==> config.mk <==
export PLATFORM = sky130hd
export DESIGN_NAME = instruction_sequencer
export DESIGN_NICKNAME = d
export VERILOG_FILES = /design/src/rtl/instruction_sequencer.sv
export SDC_FILE = /design/constraint.sdc
export NUM_CORES = 1
export LEC_CHECK = 0
export BUFFER_PORTS_ARGS = -buffer_cell sky130_fd_sc_hd__buf_2
export CAP_MARGIN = 20
export CORE_AREA = 2 2 138 86
export CTS_BUF_LIST = sky130_fd_sc_hd__clkbuf_16
export CTS_CLUSTER_SIZE = 14
export DETAILED_ROUTE_END_ITERATION = 16
export DIE_AREA = 0 0 140 88
export PLACE_DENSITY = 0.77
export RECOVER_POWER = 50
export SYNTH_ARGS = -nofsm -noshare
export SYNTH_HDL_FRONTEND = slang
export SYNTH_SLANG_ARGS = --single-unit
export TNS_END_PERCENT = 100
==> constraint.sdc <==
create_clock -name clk -period 4.5 [get_ports clk]
set_input_delay 0.45 -clock clk [delete_from_list [all_inputs] [get_ports clk]]
set_output_delay 0.45 -clock clk [all_outputs]
set_load 0.01 [all_outputs]
==> src/rtl/instruction_sequencer.sv <==
// instruction_sequencer: queues 5-bit control words and plays each out for its hold count,
// stalling on nn_start words until the datapath reports completion.
module instruction_sequencer #(
    parameter int DEPTH  = 8,
    parameter int HOLD_W = 8
) (
    input  logic                     clk,
    input  logic                     rst,
    input  logic                     prog_valid,
    input  logic [4:0]               prog_instr,
    input  logic [HOLD_W-1:0]        prog_hold,
    output logic                     prog_ready,
    input  logic                     start,
    input  logic                     abort,
    input  logic                     nn_done,
    output logic [4:0]               instruction,
    output logic                     busy,
    output logic                     program_done,
    output logic [$clog2(DEPTH):0]   count
);
    localparam int AW = $clog2(DEPTH);
    typedef enum logic [1:0] {IDLE, ISSUE, WAIT_DONE, FINISH} state_t;
    state_t state, nstate;
    logic [4:0] mem_instr [DEPTH];
    logic [HOLD_W-1:0] mem_hold [DEPTH];
    logic [AW-1:0] wr_ptr, rd_ptr;
    logic [4:0] word, nword, ninstr;
    logic [HOLD_W-1:0] hold_cnt, nhold, head_hold;
    logic push, pop, have;
    assign prog_ready = count != (AW+1)'(DEPTH);
    assign push = prog_valid && prog_ready && !abort;
    assign have = count != '0;
    assign head_hold = mem_hold[rd_ptr] == '0 ? HOLD_W'(1) : mem_hold[rd_ptr];
    always_comb begin
        nstate = state;
        nword = word;
        nhold = hold_cnt;
        ninstr = '0;
        pop = 1'b0;
        case (state)
            IDLE: if (start && have) begin
                pop = 1'b1;
                nstate = ISSUE;
            end
            ISSUE: if (hold_cnt > HOLD_W'(1)) begin
                nhold = hold_cnt - HOLD_W'(1);
                ninstr = word;
            end else if (word[2]) begin
                nstate = WAIT_DONE;
                ninstr = {3'b000, word[1:0]};
            end else if (have) pop = 1'b1;
            else nstate = FINISH;
            WAIT_DONE: if (!nn_done) ninstr = {3'b000, word[1:0]};
            else if (have) begin
                pop = 1'b1;
                nstate = ISSUE;
            end else nstate = FINISH;
            FINISH: nstate = IDLE;
            default: nstate = IDLE;
        endcase
        // a pop always loads the head word and drives it on the very next cycle
        if (pop) begin
            nword = mem_instr[rd_ptr];
            nhold = head_hold;
            ninstr = mem_instr[rd_ptr];
        end
        if (abort) begin
            nstate = IDLE;
            pop = 1'b0;
            ninstr = '0;
        end
    end
    always_ff @(posedge clk) begin
        if (rst) begin
            state <= IDLE;
            wr_ptr <= '0;
            rd_ptr <= '0;
            count <= '0;
            word <= '0;
            hold_cnt <= '0;
            instruction <= '0;
            busy <= 1'b0;
            program_done <= 1'b0;
        end else begin
            state <= nstate;
            word <= nword;
            hold_cnt <= nhold;
            instruction <= ninstr;
            busy <= nstate != IDLE;
            program_done <= nstate == FINISH;
            if (abort) begin
                wr_ptr <= '0;
                rd_ptr <= '0;
                count <= '0;
            end else begin
                wr_ptr <= wr_ptr + AW'(push);
                rd_ptr <= rd_ptr + AW'(pop);
                count <= count + (AW+1)'(push) - (AW+1)'(pop);
            end
        end
    end
    always_ff @(posedge clk) begin
        if (push) begin
            mem_instr[wr_ptr] <= prog_instr;
            mem_hold[wr_ptr] <= prog_hold;
        end
    end
endmodule

Word-level counts from Yosys, hierarchy flattened. Memory sizes are Yosys's and may differ from the RTL's. A register that Yosys moved wholly into a read port is not among the register bits. Cells that the tools add are included.

Register bits after elaboration: 32. RAM bits: 104. Bits of input ports: 19. Output and inout port bits: 12. Logic and storage cells: 62. Memories kept: 2.

Memory list: mem_hold (words 8, width 8, rd ports 1, clocked after memory_dff 1, write ports 1, RTL line 25) `logic [HOLD_W-1:0] mem_hold [DEPTH];`; mem_instr (words 8, width 5, rd ports 1, clocked after memory_dff 1, write ports 1, RTL line 24) `logic [4:0] mem_instr [DEPTH];`.

Add/sub/neg operators: 5. Order comparisons: 1. Equality and inequality tests: 5. Multiplexer cells: 28. Reductions and logical operators: 12.

Operator list (count): $mux W8 (4); $mux W2 (9); $mux W5 (2); $pmux W5 S2 (1); $gt A8 B1 Y1 const B (1); $logic_not A8 Y1 (1); $mux W1 (8); $pmux W2 S4 (1); $sub A8 B1 Y8 const B (1); $add A3 B1 Y3 (2); $eq A2 B2 Y1 const B (3); $mux W3 (2); $reduce_bool A2 Y1 (3); $add A4 B1 Y4 (1); $ne A4 B4 Y1 const B (1); $reduce_bool A4 Y1 (1); $sub A4 B1 Y4 (1); $logic_and A1 B1 Y1 (3); $pmux W1 S3 (1); $eq A2 B1 Y1 const B (1); $logic_not A2 Y1 (1); $reduce_and A2 Y1 (1); $reduce_or A2 Y1 (1); $logic_not A1 Y1 (1).

Logic depth before layout (Yosys ltp). Gate-level depths: netlist of run 1.

Depth after elaboration: 8. Depth in mapped cells: 15. Gate-level depth less buffers: 13.

Worst setup path after synthesis of run 1. OpenSTA, ideal clock, no wires.

Path type: flip-flop to flip-flop. Start point: register state[0]. End point: register count[2]. Library setup time: 0.128 ns. Arrival: 3.137 ns. Data required time: 4.372 ns. Setup slack: 1.235 ns. Cell stages (with the launch flop): 15. Buffers on the path: 3. Clock period less this slack: 3.265 ns. Path through: dfxtp_1 -> clkbuf_1 -> inv_1 -> ha_1 -> a22o_1 -> o211ai_1 -> buf_2 -> clkbuf_1 -> nor2_1 -> ha_1 -> inv_1 -> ha_1 -> fa_1 -> xnor2_1 -> nor2_1.

Cells in the longest elaborated chain, start to end: 4. Elaborated cells between the ends (all ways): 6. Those cells by class: add/sub (1); eq/ne (2); mux (2); reduce/logical (1).

Ends and longest elaborated chain: start: declaration (RTL line 23) `state_t state, nstate;`; start signal: assignment (RTL line 85) `state <= nstate;`; $eq A2 B2 Y1, or another cell as far along (RTL line 40) `case (state)`; $pmux W1 S3 * (RTL line 40); $mux W1 * (RTL line 67) `if (abort) begin`; $sub A4 B1 Y4 * (RTL line 98) `count <= count + (AW+1)'(push) - (AW+1)'(pop);`; end signal: assignment (RTL line 98); end: declaration (RTL line 19) `output logic [$clog2(DEPTH):0] count`.

Mark *: on every way between the ends. The rest lies on a longest branch, timed or not. A chain may end at the register's enable or synchronous reset.

Final worst setup path of run 1.
Start point: register hold_cnt[3]. End point: register count[1].

Cells in the longest elaborated chain, start to end: 5.

Ends and longest elaborated chain: start: declaration (RTL line 28) `logic [HOLD_W-1:0] hold_cnt, nhold, head_hold;`; start signal: assignment (RTL line 87) `hold_cnt <= nhold;`; $gt A8 B1 Y1 (RTL line 45) `ISSUE: if (hold_cnt > HOLD_W'(1)) begin`; $mux W1 (RTL line 45); $pmux W1 S3 (RTL line 40); $mux W1 (RTL line 67); $sub A4 B1 Y4 (RTL line 98).

Every way passes these cells.

==> results of run 1 <==
-- logic make-up (layout without fill, tap and decap cells) --
kind of cell | count (synthesis) | count (layout) | share of synthesized area
AO/OA/AOI/OAI | 70 | 70 | 0.0775
XOR/XNOR | 5 | 5 | 0.00735
adder cells (fa/ha/maj) | 18 | 18 | 0.0390
buffers and inverters | 35 | 88 | 0.0233
flip-flops | 136 | 136 | 0.631
multiplexers | 42 | 42 | 0.125
AND/OR/NAND/NOR | 114 | 114 | 0.0961
-- sequential cells by signal, summed over array words and instances, names as in the netlist, 2 cells and up --
| name | flops |
|---|---|
| hold_cnt | 8 |
| mem_hold | 64 |
| instruction | 5 |
| word | 5 |
| rd_ptr | 3 |
| mem_instr | 40 |
| state | 2 |
| count | 4 |
| wr_ptr | 3 |
-- final cells by class --
cell class | instances | area, um2 | area share
Tap cell | 144 | 180 | 0.0266
Sequential cell | 136 | 3760 | 0.556
Clock inverter | 15 | 75.1 | 0.0111
Timing Repair Buffer | 42 | 205 | 0.0303
Inverter | 14 | 52.6 | 0.00776
Clock buffer | 17 | 425 | 0.0628
Multi-Input combinational cell | 249 | 2070 | 0.305
-- metrics by stage --
step	setup slack, ns	utilization	instances	cell area [um2]
after global routing	1.13	0.612	617	6770
after detailed placement	1.39	0.569	585	6310
after CTS	1.36	0.615	617	6810
final	1.37	0.612	617	6770
after global placement	1.52	0.569	585	6310
after floorplan	1.24	-	420	5960
-- cell usage after synthesis (2+ instances only) --
| cell type | number |
|---|---|
| o211ai_1 | 3 |
| nand4_1 | 2 |
| inv_1 | 14 |
| nand3_1 | 3 |
| xnor2_1 | 5 |
| nor3b_1 | 3 |
| o21ai_0 | 19 |
| nand2_1 | 15 |
| edfxtp_1 | 104 |
| or3_1 | 3 |
| o32ai_1 | 2 |
| dfxtp_1 | 32 |
| a21oi_1 | 18 |
| o311a_1 | 3 |
| nor2_1 | 43 |
| o21a_1 | 4 |
| or4_1 | 3 |
| or2_2 | 3 |
| mux2i_1 | 15 |
| buf_2 | 6 |
| clkbuf_1 | 10 |
| ha_1 | 17 |
| mux4_2 | 26 |
| a31oi_1 | 6 |
| nor3_1 | 17 |
| buf_1 | 5 |
| nand2b_1 | 8 |
| and2_1 | 7 |
-- final timing paths --
check,to,slack [ns]
hold reg to reg,hold_cnt[1]$_SDFFE_PP0P_,0.48
hold / removal,mem_instr[1][3]$_DFFE_PP_,0.38
setup reg to reg,count[1]$_SDFF_PP0_,1.37
setup / recovery,count[1]$_SDFF_PP0_,1.37
-- report_power, final --
group	switching (uW)	internal, uW	leakage [uW]	total (uW)
clock	493	685	0.000277	1180
sequential	19.8	1380	0.00120	1400
combinational	152	94.8	0.000780	246
-- cell usage in the layout (no fill, tap or decap), types with 4 or more instances in the layout --
cell type,count
ha_1,17
buf_4,11
o21a_1,4
edfxtp_1,104
o21ai_0,19
nor3_1,15
mux2i_1,15
inv_1,19
mux4_2,26
clkbuf_1,26
xnor2_1,5
clkinv_2,5
nand2b_1,8
a21oi_1,18
nor2_1,43
dfxtp_1,31
a31oi_1,6
buf_2,5
nand2_1,15
clkbuf_16,17
and2_1,6
-- layer usage --
metal  vias up  global-route usage  routed length [um]  part of all wire
li1       1699                   -                   -                 -
met1      1871               0.299                5750              0.46
met2       128               0.341                5830              0.46
met3        18              0.0552                 799             0.063
met4         0              0.0937                 225             0.018
met5         -                   0                   0                 0
-- worst register-to-register path: stages (launching register included) --
cell	delay (ns)
dfxtp_1	0.36
or4_1	0.69
nor4_4	0.36
o211ai_1	0.11
buf_4	0.25
nor2_1	0.21
ha_1	0.26
inv_1	0.06
ha_1	0.18
fa_1	0.43
and2_1	0.14
==> results.json, run 1 <==
{
  "setup_viol": 0,
  "period_share": 0.696,
  "ff2ff_path_depth": 10,
  "min_path_cells": 1,
  "synth-main-ff-cell": "edfxtp_1",
  "yosysTopAreaCell": "edfxtp_1",
  "start_util": 0.538,
  "ys_warn_count": 0,
  "peakVddDrop_v": 0.000294,
  "maxSlewHeadroom": 0.361,
  "grt-ovfl-total": 0,
  "tritoncts": "built",
  "num_io_pins": 31,
  "cp-startpoint": "hold_cnt[3]$_SDFFE_PP0P_",
  "syn_area_per_cell_um2": 14.2,
  "synth-edff-count": 104,
  "syn2layout_area_growth_pct": 13.6,
  "cts-root-buf": "clkbuf_16",
  "ys_types": 52,
  "drtAntennaViolNets": 0,
  "cts.htree.levels": 4,
  "end_kind": "flip-flop",
  "hold_start": "prog_instr[3]",
  "gp_congestion": 0.896,
  "cp.depth": 10,
  "drt_iter0_drc": 428,
  "cp_num_buf_inv": 2,
  "dp_hpwl_mm": 8.33,
  "grt_pass1_vias": 3736,
  "coreArea_um2": 11100,
  "nets": 497,
  "synth.top_cell.area_share": 0.524,
  "antenna_found_initial": 0,
  "fin_tns_setup_ns": 0,
  "hold_buffers": 0,
  "die_w_um": 140,
  "async_flop_share": 0,
  "cts_made_buffers": 17,
  "period_minus_slack_ns": 3.13,
  "ctsResizeCount": 0,
  "clk_pin_slew_ns": 0.06,
  "mappedNetlistArea_um2": 5960,
  "slowest_stage": "or4_1",
  "ys_seq_elements": 136,
  "firstDrtPassIters": 7,
  "crit_path_max_fanout": 34,
  "start_kind": "flip-flop",
  "die-area_um2": 12300,
  "critPathTopFamily": "simple AND/OR/NAND/NOR gates",
  "diodes": 0,
  "synth_nets": 457,
  "wirelength_mm": 12.6,
  "rsz0062_at_grt": "false",
  "via_per_inst": 6.02,
  "drive_gt1_frac": 0.173,
  "status": "finished clean",
  "route.detailed.drc": 0,
  "path_cells": "or4_1 -> nor4_4 -> o211ai_1 -> buf_4 -> nor2_1 -> ha_1 -> inv_1 -> ha_1 -> fa_1 -> and2_1",
  "synthCells": 420,
  "cp_common_cell": "ha_1",
  "gr-usage-all-layers": 0.218,
  "n_fill_cell": 828,
  "port_buffers": 30,
  "final_max_slew_viol_count": 0,
  "netlist_top_cells_area": "edfxtp_1 (52%), dfxtp_1 (11%), mux4_2 (9.8%), ha_1 (3.6%), nor2_1 (2.7%)",
  "clock_latency_ns": 0.42,
  "path_class": "flip-flop to flip-flop",
  "synth-seq-area-share": 0.631,
  "cp.required_ns": 4.82,
  "clock-sinks": 136,
  "fin_total_pwr_uw": 2820,
  "hold_slack_ns": 0.381,
  "worstPathArrival_ns": 3.45,
  "die_h_um": 88,
  "tightest_slew_ns": 0.957,
  "rows": 30,
  "grt_pass1_wl_mm": 19.6,
  "hold_viol": 0,
  "leakagePower_uw": 0.00226,
  "via_count": 3716,
  "grt_max_degree": 35,
  "finalClockSkew_ns": 0.0215,
  "cts_post_setup_buffers_inserted": 0,
  "max_stage_delay_ns": 0.69,
  "hold_class": "input port to flip-flop",
  "rr_startpoint": "hold_cnt[3]$_SDFFE_PP0P_",
  "max_freq_ghz": 0.319,
  "maxCapViolCount": 0,
  "powerDensity_nw_per_um2": 416,
  "wl_per_cell_um": 20.4,
  "clock_path_buffers": 2
}
(Power assumes the default switching activity.)
==> inputs of run 2 (changes only) <==
--- a/config.mk
+++ b/config.mk
@@ -5,14 +5,15 @@
 export SDC_FILE = /design/constraint.sdc
 export NUM_CORES = 1
 export LEC_CHECK = 0
+export ABC_AREA = 1
 export BUFFER_PORTS_ARGS = -buffer_cell sky130_fd_sc_hd__buf_2
 export CAP_MARGIN = 20
-export CORE_AREA = 2 2 138 86
+export CORE_AREA = 2 2 139 87
 export CTS_BUF_LIST = sky130_fd_sc_hd__clkbuf_16
 export CTS_CLUSTER_SIZE = 14
 export DETAILED_ROUTE_END_ITERATION = 16
-export DIE_AREA = 0 0 140 88
-export PLACE_DENSITY = 0.77
+export DIE_AREA = 0 0 141 89
+export PLACE_DENSITY = 0.8
 export RECOVER_POWER = 50
 export SYNTH_ARGS = -nofsm -noshare
 export SYNTH_HDL_FRONTEND = slang
==> constraint.sdc (replaced) <==
create_clock -name clk -period 2.8 [get_ports clk]
set_input_delay 0.28 -clock clk [delete_from_list [all_inputs] [get_ports clk]]
set_output_delay 0.28 -clock clk [all_outputs]
set_load 0.01 [all_outputs]
==> results.json, run 2 <==
{
  "setup_viol": 0,
  "die_w_um": 141,
  "grt-ovfl-total": 0,
  "die-area_um2": 12500,
  "end_kind": "flip-flop",
  "syn2layout_area_growth_pct": 13.1,
  "hold_class": "input port to flip-flop",
  "peakVddDrop_v": 0.000532,
  "port_buffers": 30,
  "max_freq_ghz": 0.391,
  "wirelength_mm": 13.6,
  "finalClockSkew_ns": 0.00717,
  "share_comb_of_total_power": 0.136,
  "synth-main-ff-cell": "edfxtp_1",
  "ff2ff_path_depth": 14,
  "synthCells": 635,
  "hold_slack_ns": 0.195,
  "netSwitchingPower_uw": 1250,
  "intPower_uw": 3630,
  "status": "finished clean",
  "p_clk_frac": 0.403,
  "cp-startpoint": "hold_cnt[0]$_SDFFE_PP0P_",
  "leakagePower_uw": 0.00288,
  "synth-adder-area-share": 0.0382,
  "largest_register_ffs": 64,
  "clk_pin_slew_ns": 0.06,
  "switching_share": 0.255,
  "worstPathArrival_ns": 2.86,
  "firstDrtPassIters": 5,
  "r2r_end": "count[2]$_SDFF_PP0_",
  "yosysMostFrequentCell": "nand2_1",
  "ys_top_cells_by_count": "nand2_1 (183), edfxtp_1 (104), inv_1 (79), nor2_1 (65), nand3_1 (44)",
  "synth-seq-area-share": 0.618,
  "num_io_pins": 31,
  "hold_buffers": 0,
  "n_fill_cell": 885,
  "regMostFlops": "mem_hold",
  "via_count": 4447,
  "path_class": "flip-flop to flip-flop",
  "seqPwrFrac": 0.462,
  "powerDensity_nw_per_um2": 709,
  "mappedNetlistArea_um2": 6090,
  "register_area_um2": 3760,
  "gr-usage-all-layers": 0.235,
  "netlist_top_cells_area": "edfxtp_1 (51%), nand2_1 (11%), dfxtp_1 (11%), inv_1 (4.9%), nor2_1 (4.0%)",
  "ys_seq_elements": 136,
  "synthSimpleGateAreaFrac": 0.203,
  "drive_gt1_frac": 0.0798,
  "fin_tns_setup_ns": 0,
  "rows": 30,
  "grt_max_degree": 55,
  "synth-compound-area-share": 0.0592,
  "coreArea_um2": 11100,
  "dp_hpwl_mm": 8.54,
  "grt_pass1_wl_mm": 21.9,
  "hold_viol": 0,
  "final_max_slew_viol_count": 0,
  "mostFrequentLayoutCells": "nand2_1 (183), edfxtp_1 (104), inv_1 (82)",
  "synth_mux_area_frac": 0,
  "yosysTopAreaCell": "edfxtp_1",
  "start_kind": "flip-flop",
  "via_per_inst": 5.34,
  "async_flop_share": 0,
  "maxCapViolCount": 0,
  "synth-edff-count": 104,
  "cts-root-buf": "clkbuf_16",
  "clock_latency_ns": 0.41,
  "antenna_found_initial": 0,
  "nets": 713,
  "crit_path_max_fanout": 8,
  "cts.htree.levels": 4,
  "clock-sinks": 136,
  "synth-xor-area-share": 0.0101,
  "reg_top3": "mem_hold x64, mem_instr x40, hold_cnt x8",
  "cts_made_buffers": 17,
  "clock_path_buffers": 2,
  "synth.top_cell.area_share": 0.513,
  "synth_nets": 672,
  "tritoncts": "built",
  "period_share": 0.913,
  "period_minus_slack_ns": 2.56,
  "route.detailed.drc": 0,
  "ys_warn_count": 0,
  "tightest_slew_ns": 0.975,
  "synth_top_family_by_area": "simple AND/OR/NAND/NOR gates",
  "rr_startpoint": "hold_cnt[0]$_SDFFE_PP0P_",
  "ctsResizeCount": 0,
  "grt_pass1_vias": 4443,
  "die_h_um": 89,
  "wl_per_cell_um": 16.4,
  "cp-endpoint": "count[2]$_SDFF_PP0_",
  "final_common_cell": "nand2_1",
  "cts_post_setup_buffers_inserted": 0,
  "rsz0062_at_grt": "false",
  "drtAntennaViolNets": 0,
  "diodes": 0,
  "maxSlewHeadroom": 0.350,
  "start_util": 0.546,
  "rrSetupSlack_ns": 0.24,
  "ys_types": 33,
  "syn_area_per_cell_um2": 9.59,
  "cp.required_ns": 3.10,
  "drt_iter0_drc": 448,
  "gp_congestion": 0.895,
  "multiInputGateArea_um2": 1890
}
run 2: cell count changes after synthesis, sizes merged, moves of 8 or more:
cell / previous run / this run
inv: 14 / 81
mux2i: 15 / 0
mux4: 26 / 0
nand2: 15 / 186
nand2b: 8 / 0
nand3: 3 / 46
nor2: 43 / 67
nor3: 17 / 3
o21ai: 20 / 33
o22ai: 0 / 10
run 2: stage by stage:
step                cell area, um2  utilization  total power, uW  setup slack (ns)  cells
floorplan                     6090            -             2790             0.212    635
global placement              6400        0.574             2910             0.400    801
detailed placement            6400        0.574             2940             0.288    801
CTS                           6920        0.621             4890             0.267    833
global route                  6890        0.618             5100            0.0387    833
finish                        6890        0.618             4880             0.244    833
run 2: power groups by stage:
stage          clock [uW]  combinational, uW  sequential (uW)
2_1_floorplan           0                501             2290
3_3_place_gp            0                625             2290
3_5_place_dp            0                648             2290
4_1_cts              1990                656             2250
5_1_grt              2090                752             2260
6_report             1970                662             2250
run 2: metal layers:
layer  wire length (um)  up-vias  global-route usage
met5                  0        -                   0
met4                210        0              0.0973
met3                963       22              0.0503
met2               6530      170               0.388
met1               5940     2103               0.311
li1                   -     2152                   -
run 2: cells by family (layout without fill, tap and decap cells):
family / count (synthesis) / count (layout)
buffers and inverters: 105 / 159
AND/OR/NAND/NOR: 303 / 303
XOR/XNOR: 7 / 7
AO/OA/AOI/OAI: 66 / 66
flip-flops: 136 / 136
adder cells (fa/ha/maj): 18 / 18
run 2: worst min path at each step:
stage / slack [ns] / cells after the start / end / startpoint
CTS: 0.13 / 1 / mem_hold[0][0]$_DFFE_PP_ / prog_hold[0]
detailed placement: 0.47 / 2 / word[3]$_SDFFE_PP0N_ / word[3]$_SDFFE_PP0N_
global route: 0.21 / 2 / hold_cnt[7]$_SDFFE_PP0P_ / rst
finish: 0.19 / 2 / word[4]$_SDFFE_PP0N_ / rst
floorplan: 0.38 / 0 / mem_hold[0][0]$_DFFE_PP_ / prog_hold[0]
global placement: 0.46 / 2 / word[0]$_SDFFE_PP0N_ / word[0]$_SDFFE_PP0N_
run 2: layout make-up:
class,count,area share
clock buffer,17,0.0618
clock inverter,15,0.0140
inverter,83,0.0454
multi-input combinational,394,0.274
sequential,136,0.547
tap,144,0.0262
timing repair buffer,44,0.0320
run 2: critical path: stages, from the launching register on:
cell and delay [ns]:
dfxtp_1 0.32, inv_1 0.11, ha_1 0.22, o21ai_1 0.12, nor2_4 0.23, nand3_2 0.10, nand2_2 0.08, nand2_2 0.05
nor2_1 0.15, ha_1 0.17, inv_1 0.04, ha_1 0.20, fa_1 0.39, xnor2_1 0.19, nor2_1 0.06
==> inputs of run 3 (changes only) <==
--- a/config.mk
+++ b/config.mk
@@ -13,7 +13,7 @@
 export CTS_CLUSTER_SIZE = 14
 export DETAILED_ROUTE_END_ITERATION = 16
 export DIE_AREA = 0 0 141 89
-export PLACE_DENSITY = 0.8
+export PLACE_DENSITY = 0.75
 export RECOVER_POWER = 50
 export SYNTH_ARGS = -nofsm -noshare
 export SYNTH_HDL_FRONTEND = slang
==> results.json, run 3 (synthesis results as in run 2) <==
{
  "setup_viol": 0,
  "min_path_cells": 2,
  "clock_path_buffers": 2,
  "cp.required_ns": 3.14,
  "syn2layout_area_growth_pct": 14.2,
  "firstDrtPassIters": 5,
  "regMostFlops": "mem_hold",
  "status": "finished clean",
  "worstPathArrival_ns": 2.95,
  "grt_pass1_wl_mm": 21.2,
  "cts-root-buf": "clkbuf_16",
  "ff2ff_path_depth": 15,
  "port_buffers": 30,
  "path_class": "flip-flop to flip-flop",
  "maxSlewHeadroom": 0.415,
  "num_io_pins": 31,
  "n_fill_cell": 884,
  "diodes": 0,
  "wl_per_cell_um": 15.7,
  "critPathTopFamily": "compound AO/OA/AOI/OAI gates",
  "start_kind": "flip-flop",
  "cp_common_cell": "ha_1",
  "gp_congestion": 0.876,
  "reg_top3": "mem_hold x64, mem_instr x40, hold_cnt x8",
  "period_minus_slack_ns": 2.61,
  "drt_iter0_drc": 334,
  "max_freq_ghz": 0.383,
  "crit_path_max_fanout": 8,
  "max_stage_delay_ns": 0.30,
  "period_share": 0.933,
  "clock_latency_ns": 0.41,
  "cts.htree.levels": 4,
  "rows": 30,
  "grt_max_degree": 48,
  "hold_viol": 0,
  "clk_pin_slew_ns": 0.06,
  "register_area_um2": 3760,
  "hold_buffers": 0,
  "via_count": 4386,
  "fin_tns_setup_ns": 0,
  "tritoncts": "built",
  "maxCapViolCount": 0,
  "finalClockSkew_ns": 0.00894,
  "wirelength_mm": 13.1,
  "path_cells": "inv_1 -> ha_1 -> o21ai_1 -> nor2_4 -> nand3_2 -> nand2_2 -> nand2_2 -> nor2_1 -> ha_1 -> inv_1 -> ha_1 -> a21o_1 -> a21oi_1 -> o21ai_0 -> a21oi_1",
  "drive_gt1_frac": 0.0855,
  "cp.depth": 15,
  "clock-sinks": 136,
  "antenna_found_initial": 0,
  "via_per_inst": 5.26,
  "tightest_slew_ns": 0.878,
  "fin_total_pwr_uw": 5010,
  "rsz0062_at_grt": "false",
  "cts_made_buffers": 17,
  "cp_num_buf_inv": 2,
  "die_h_um": 89,
  "mostFrequentLayoutCells": "nand2_1 (183), edfxtp_1 (104), inv_1 (79)",
  "leakagePower_uw": 0.00290,
  "nets": 714,
  "grt-ovfl-total": 0,
  "powerDensity_nw_per_um2": 721,
  "dp_hpwl_mm": 8.34,
  "route.detailed.drc": 0,
  "final_max_slew_viol_count": 0,
  "final_common_cell": "nand2_1",
  "cts_post_setup_buffers_inserted": 0,
  "die-area_um2": 12500,
  "die_w_um": 141,
  "largest_register_ffs": 64,
  "slowest_stage": "dfxtp_1",
  "grt_pass1_vias": 4322,
  "end_kind": "flip-flop",
  "hold_class": "input port to flip-flop",
  "drtAntennaViolNets": 0,
  "coreArea_um2": 11100,
  "start_util": 0.546,
  "multiInputGateArea_um2": 1890,
  "peakVddDrop_v": 0.000436,
  "gr-usage-all-layers": 0.224
}
==> run 3: cell types whose count changed in the layout (fill, tap and decap cells not counted), sizes merged <==
cell,change
clkinvlp,+2
buf,+1
inv,-3
bufinv,+1
==> run 3: report_power, final <==
group          internal (uW)  switching, uW
clock network           1290            797
logic                    229            441
registers               2220           33.1
==> run 3: final timing paths <==
path | endpoint | slack (ns) | from
setup / recovery | count[3]$_SDFF_PP0_ | 0.19 | hold_cnt[1]$_SDFFE_PP0P_
hold / removal | hold_cnt[7]$_SDFFE_PP0P_ | 0.21 | rst
setup reg to reg | count[3]$_SDFF_PP0_ | 0.19 | hold_cnt[1]$_SDFFE_PP0P_
hold reg to reg | word[1]$_SDFFE_PP0N_ | 0.49 | word[1]$_SDFFE_PP0N_
==> run 3: through the flow <==
stage | hold WS (ns) | instance area, um2 | cells | worst slack (ns) | util
final | 0.208 | 6950 | 834 | 0.186 | 0.624
after global placement | 0.459 | 6420 | 802 | 0.399 | 0.576
after detailed placement | 0.466 | 6420 | 802 | 0.189 | 0.576
after CTS | 0.134 | 6980 | 834 | 0.153 | 0.626
after floorplan | 0.379 | 6090 | 635 | 0.212 | -
after global routing | 0.206 | 6950 | 834 | 0.0140 | 0.624
==> run 3: metal layers <==
| layer | up-vias | share of wire | track usage |
|---|---|---|---|
| met2 | 137 | 0.47 | 0.366 |
| met4 | 0 | 0.011 | 0.0818 |
| met1 | 2068 | 0.46 | 0.300 |
| met3 | 20 | 0.058 | 0.0546 |
| met5 | - | 0 | 0 |
| li1 | 2161 | - | - |
==> run 3: layout make-up <==
type / instances / area share
sequential: 136 / 0.541
multi-input combinational: 394 / 0.272
clock buffer: 17 / 0.0612
inverter: 83 / 0.0450
clock inverter: 15 / 0.0196
tap: 144 / 0.0259
timing repair buffer: 45 / 0.0346
==> run 3: what timing repair did <==
action                                  in CTS  in global routing
endpoints found under the setup margin       0                  1
resized for setup                            0                  1
endpoints found under the hold margin        0                  0
